==> src/rtl/rv32i_inst_encoder.sv <==
// RV32I instruction encoder: packs decoded field records into 32-bit words.
// Legality-checked, queued through a 2-entry FIFO, with saturating counters.
module rv32i_inst_encoder (
  input  logic        clk,
  input  logic        rst,
  input  logic        in_valid,
  output logic        in_ready,
  input  logic [6:0]  in_opcode,
  input  logic [2:0]  in_funct3,
  input  logic [6:0]  in_funct7,
  input  logic [4:0]  in_rd,
  input  logic [4:0]  in_rs1,
  input  logic [4:0]  in_rs2,
  input  logic [31:0] in_imm,
  output logic        out_valid,
  input  logic        out_ready,
  output logic [31:0] out_inst,
  output logic        out_illegal,
  input  logic        clr_counts,
  output logic [15:0] enc_count,
  output logic [7:0]  illegal_count
);

  localparam logic [6:0] OP_LUI   = 7'b0110111;
  localparam logic [6:0] OP_AUIPC = 7'b0010111;
  localparam logic [6:0] OP_JAL   = 7'b1101111;
  localparam logic [6:0] OP_JALR  = 7'b1100111;
  localparam logic [6:0] OP_LOAD  = 7'b0000011;
  localparam logic [6:0] OP_STORE = 7'b0100011;
  localparam logic [6:0] OP_BR    = 7'b1100011;
  localparam logic [6:0] OP_IMM   = 7'b0010011;
  localparam logic [6:0] OP_REG   = 7'b0110011;

  logic [31:0] word;
  logic [31:0] inst;
  logic        ok;
  logic        sx11, sx12, sx20;
  logic        shift;
  logic        f7_zero, f7_alt;

  assign sx11    = (&in_imm[31:11]) | ~(|in_imm[31:11]);
  assign sx12    = (&in_imm[31:12]) | ~(|in_imm[31:12]);
  assign sx20    = (&in_imm[31:20]) | ~(|in_imm[31:20]);
  assign shift   = (in_funct3[1:0] == 2'b01);
  assign f7_zero = (in_funct7 == 7'h00);
  assign f7_alt  = (in_funct7 == 7'h20);

  always_comb begin
    word = '0;
    ok   = 1'b0;
    unique case (in_opcode)
      OP_LUI, OP_AUIPC: begin
        word = {in_imm[31:12], in_rd, in_opcode};
        ok   = (in_imm[11:0] == 12'h000);
      end
      OP_JAL: begin
        word = {in_imm[20], in_imm[10:1], in_imm[11],
                in_imm[19:12], in_rd, in_opcode};
        ok   = sx20 && !in_imm[0];
      end
      OP_JALR: begin
        word = {in_imm[11:0], in_rs1, in_funct3, in_rd, in_opcode};
        ok   = sx11 && (in_funct3 == 3'b000);
      end
      OP_LOAD: begin
        word = {in_imm[11:0], in_rs1, in_funct3, in_rd, in_opcode};
        ok   = sx11 && (in_funct3 != 3'b011)
                    && (in_funct3[2:1] != 2'b11);
      end
      OP_IMM: begin
        if (shift) begin
          // shamt lives in imm[4:0]; the upper field comes from funct7
          word = {in_funct7, in_imm[4:0], in_rs1,
                  in_funct3, in_rd, in_opcode};
          ok   = f7_zero || (in_funct3[2] && f7_alt);
        end else begin
          word = {in_imm[11:0], in_rs1, in_funct3, in_rd, in_opcode};
          ok   = sx11;
        end
      end
      OP_STORE: begin
        word = {in_imm[11:5], in_rs2, in_rs1,
                in_funct3, in_imm[4:0], in_opcode};
        ok   = sx11 && !in_funct3[2] && (in_funct3 != 3'b011);
      end
      OP_BR: begin
        word = {in_imm[12], in_imm[10:5], in_rs2, in_rs1,
                in_funct3, in_imm[4:1], in_imm[11], in_opcode};
        ok   = sx12 && !in_imm[0] && (in_funct3[2:1] != 2'b01);
      end
      OP_REG: begin
        word = {in_funct7, in_rs2, in_rs1, in_funct3, in_rd, in_opcode};
        ok   = f7_zero || (f7_alt && ((in_funct3 == 3'b000) ||
                                      (in_funct3 == 3'b101)));
      end
      default: begin
        word = '0;
        ok   = 1'b0;
      end
    endcase
    inst = ok ? word : 32'h0;
  end

  logic [32:0] mem [2];
  logic        wr_ptr;
  logic        rd_ptr;
  logic [1:0]  count;
  logic        push;
  logic        pop;

  assign in_ready  = (count < 2'd2);
  assign out_valid = (count != 2'd0);
  assign push      = in_valid && in_ready;
  assign pop       = out_valid && out_ready;

  assign out_inst    = out_valid ? mem[rd_ptr][31:0] : 32'h0;
  assign out_illegal = out_valid ? mem[rd_ptr][32] : 1'b0;

  always_ff @(posedge clk or negedge rst) begin
    if (!rst) begin
      mem[0] <= '0;
      mem[1] <= '0;
      wr_ptr <= 1'b0;
      rd_ptr <= 1'b0;
      count  <= 2'd0;
    end else begin
      if (push) mem[wr_ptr] <= {!ok, inst};
      wr_ptr <= wr_ptr ^ push;
      rd_ptr <= rd_ptr ^ pop;
      count  <= count + {1'b0, push} - {1'b0, pop};
    end
  end

  always_ff @(posedge clk or negedge rst) begin
    if (!rst) begin
      enc_count     <= '0;
      illegal_count <= '0;
    end else if (clr_counts) begin
      enc_count     <= '0;
      illegal_count <= '0;
    end else if (push) begin
      if (ok && enc_count != 16'hFFFF)
        enc_count <= enc_count + 16'd1;
      if (!ok && illegal_count != 8'hFF)
        illegal_count <= illegal_count + 8'd1;
    end
  end

endmodule

==> config.mk <==
export PLATFORM = sky130hd
export DESIGN_NAME = rv32i_inst_encoder
export DESIGN_NICKNAME = d
export VERILOG_FILES = /design/src/rtl/rv32i_inst_encoder.sv
export SDC_FILE = /design/constraint.sdc
export NUM_CORES = 1
export LEC_CHECK = 0
export CAP_MARGIN = 20
export CORE_MARGIN = 4
export CORE_UTILIZATION = 45
export DETAILED_ROUTE_END_ITERATION = 10
export GPL_TIMING_DRIVEN = 0
export PLACE_DENSITY = 0.73
export SLEW_MARGIN = 20
export SYNTH_ARGS = -nofsm -noshare
export SYNTH_HDL_FRONTEND = slang
export SYNTH_SLANG_ARGS = --single-unit
==> constraint.sdc <==
create_clock -name clk -period 3.15 [get_ports clk]
set_input_delay 0.315 -clock clk [delete_from_list [all_inputs] [get_ports clk]]
set_output_delay 0.315 -clock clk [all_outputs]
set_load 0.02 [all_outputs]
==> key figures <==
Run status
  • Outcome: completed

Global routing
  • Initial antenna violation count: 0
  • First-pass GRT wire length: 26340 um
  • GRT Util Overall: around a quarter
  • Vias in the first global route: between 5k and 6k
  • Largest net degree at the start of global routing: 65
  • Total grt overflow: 0

Route
  • Drt drc: 0
  • Iter 0 DRT Violations: between 500 and 600
  • Met3 wire length: 1145 um
  • WL final: roughly 16000 um
  • Wl on met1: between 6000 and 7000 um
  • Post-route ant nets: 0
  • Topmost layer with routed signal wires: met4
  • DRT Pass-1 Iters: 7
  • DR WL/cell: just under 20 um
  • Vias: about 5k
  • Met2 wire len: between 7000 and 8000 um
  • Avg Vias per Cell: ~6.0

Floorplanning
  • I/O pin count: roughly 130
  • Number of core rows: 40
  • Die W: roughly 120 um
  • Initial core utilization: 45.72%
  • Core ar.: roughly 12000 um2
  • Die height: ~120 um
  • Die ar.: about 14000 um2

Placement
  • Area after DPL: slightly below 7000 um2
  • GPL Wtd Cong: roughly 0.9
  • Detail Placement HPWL: 12420 um
  • PortBufs: between 100 and 150

STA
  • Relative slew margins: between 40% and 50%
  • FMAX: roughly 330 MHz
  • Setup TNS Final: 0 ns
  • Fin. max-slew vios: 0
  • Period utilization: between 90 and 100%
  • RSZ-0062 raised after global routing: no
  • Final hold viol count: 0
  • Crit path time final: about 3.0 ns
  • Worst-margin pin slew: 0.8523 ns
  • Clock Skew: 0.009560 ns
  • Final Setup Violations: 0

Worst setup path
  • Critical R2R Capture: mem[45]
  • RR Startpoint: count[1]
  • Flop2flop setup slack: around 0.25 ns
  • Reg2Reg Depth: 8
  • CP required: around 3.4 ns
  • CP max FO: 10
  • Critical Path Start Type: input port
  • Arrival time of data at the critical path endpoint: between 3 and 4 ns
  • Crit path launch: in_funct7[0]
  • Worst Setup End Kind: flip-flop
  • Setup CP Type: in2reg

Pwr
  • Peak supply drop: between 200 and 300 uV
  • PD cells: roughly 500 nW/um2
  • Power Total: about 3.5 mW
  • Gate power share: a little under a third
  • Clock power frac: a little under a third
  • Net Sw Power: roughly 1.2 mW
  • Sequential power share: roughly 37%
  • Pint: between 2 and 2.5 mW
  • Leak Pwr: just over 3 nW
  • Net Sw Frac: 33.27%

Min path
  • Worst hold path class: in2async

Finish
  • Area occupied by multi-input gates: a little under 3000 um2
  • Commonest non-fill, non-tap cell in the layout: clkdlybuf4s50_1
  • Nets: between 700 and 800
  • Commonest cells after routing, fill and taps aside: 125 x clkdlybuf4s50_1, 94 x dfrtp_1, 73 x nor2_1
  • Diode count: 0
  • Register area: between 2000 and 2500 um2
  • Final instance area: approximately 7300 um2
  • Share of layout cells above drive strength 1: roughly 15%
  • Area grow syn2layout: 33.45%
  • Filler cells: approximately 1.0k

Clock tree
  • # H-tree levels: 3
  • Clock Sinks: 94
  • Worst-path clk slew: around 0.07 ns
  • Clk root buf: clkbuf_16
  • Worst-Skew Late Latency: ~0.35 ns
  • CTS tree: yes
  • CTS max path bufs: 2
  • Num CTS Buffers: 9

Synthesis
  • Main synth FF type: dfrtp_1
  • Top post-synthesis cells by area: dfrtp_1 43%, mux2_2 13%, mux2i_1 7.0%, nor2_1 5.1%, a22oi_1 2.1%
  • Synth cell types: a little under 60
  • Async set or reset register ratio after synthesis: 100.0%
  • Syn Inst Count: roughly 550
  • Post-synthesis sequential area ratio: 43.01%
  • Synth Register Bits: 94
  • Dominant cell type by area after synthesis: dfrtp_1
  • Yosys top cell area share: approximately 43%
  • Mean Syn Cell Area: roughly 10 um2
  • Yosys warns: 0
  • Syn_nets: just over 600
  • Cell area after synthesis: 5469 um2
  • EDFF count, synth: 0

Run
  • Max_cap viols: 0
layer usage:
metal,vias up,global-route usage (%)
met2,243,38.16
li1,2318,-
met4,0,10.99
met5,-,0
met3,33,4.211
met1,2458,30.18
worst max-delay path: stages:
cell and delay, ns:
clkdlybuf4s50_1 0.43, nor4_1 0.49, nand4b_1 0.22, or4_1 0.51, a32o_1 0.28, and3_4 0.18, buf_6 0.13, clkbuf_1 0.26
o31ai_1 0.33, a21oi_1 0.10
synthesized netlist by cell type (all sizes together) (3+ instances only):
library cell	number
dfrtp	94
nor2	74
mux2	63
mux2i	38
inv	22
clkbuf	21
a21oi	19
nand2	19
nand4	18
a22oi	15
or4	12
nand3	11
nor4	11
a222oi	10
o21ai	10
buf	9
nor2b	9
o31ai	7
and3	6
ha	6
nand2b	6
nor3	6
or3	5
a211oi	4
nand3b	4
o21a	4
o21bai	4
or2	4
a31o	3
a31oi	3
xnor2	3
logic make-up (layout without fill, tap and decap cells):
logic type	Yosys count	in the layout	synth area share [%]
AOI/OAI and AO/OA	93	93	12.24
DFF	94	94	43.01
adders and majority gates	6	6	1.373
and+or+nand+nor	197	197	19.01
buffers and inverters	52	197	3.798
xor gates and xnor gates	4	4	0.6407
muxes	101	101	19.93
how the worst max path moves through the flow:
stage,slack (ns),end
6_report,0.12,enc_count[14]
5_1_grt,0.01,out_inst[22]
4_1_cts,0.08,out_inst[12]
3_5_place_dp,-0.25,mem[39]
3_3_place_gp,-1.60,mem[16]
2_1_floorplan,0.60,enc_count[5]
area by class of cell:
type,count,area share [%]
multi-input combinational,401,40.32
sequential,94,32.23
timing repair buffer,129,17.86
clock buffer,9,3.086
tap,147,2.520
buffer,30,1.749
inverter,22,1.131
clock inverter,7,1.097
stage by stage:
| step | hold WS (ns) | utilization [%] | setup slack, ns | std cells |
|---|---|---|---|---|
| 5_1_grt | 0.4444 | 61.01 | 0.01293 | 839 |
| 4_1_cts | 0.4168 | 60.72 | 0.07582 | 839 |
| 6_report | 0.4100 | 61.01 | 0.1176 | 839 |
| 3_5_place_dp | 0.2176 | 58.09 | -0.2517 | 822 |
| 3_3_place_gp | 0.4721 | 57.80 | -1.599 | 820 |
| 2_1_floorplan | 0.01941 | - | 0.6027 | 547 |
state kept, by name, indices dropped and copies added, names as in the netlist:
signal,count
wr_ptr,1
illegal_count,8
rd_ptr,1
enc_count,16
mem,66
count,2
power groups by stage:
stage | clock network, mW | logic (mW) | registers [mW]
CTS | 1.15 | 1.09 | 1.33
global placement | 0 | 1.06 | 1.35
floorplan | 0 | 0.651 | 1.34
global route | 1.19 | 1.17 | 1.34
finish | 1.13 | 1.09 | 1.33
detailed placement | 0 | 1.08 | 1.35
what timing repair did:
item / in CTS / in global routing
hold buffers: 1 / 0
resized for setup: 0 / 9
endpoints found under the setup margin: 0 / 63
setup buffers: 0 / 0
endpoints found under the hold margin: 30 / 0
(Power assumes the default switching activity.)
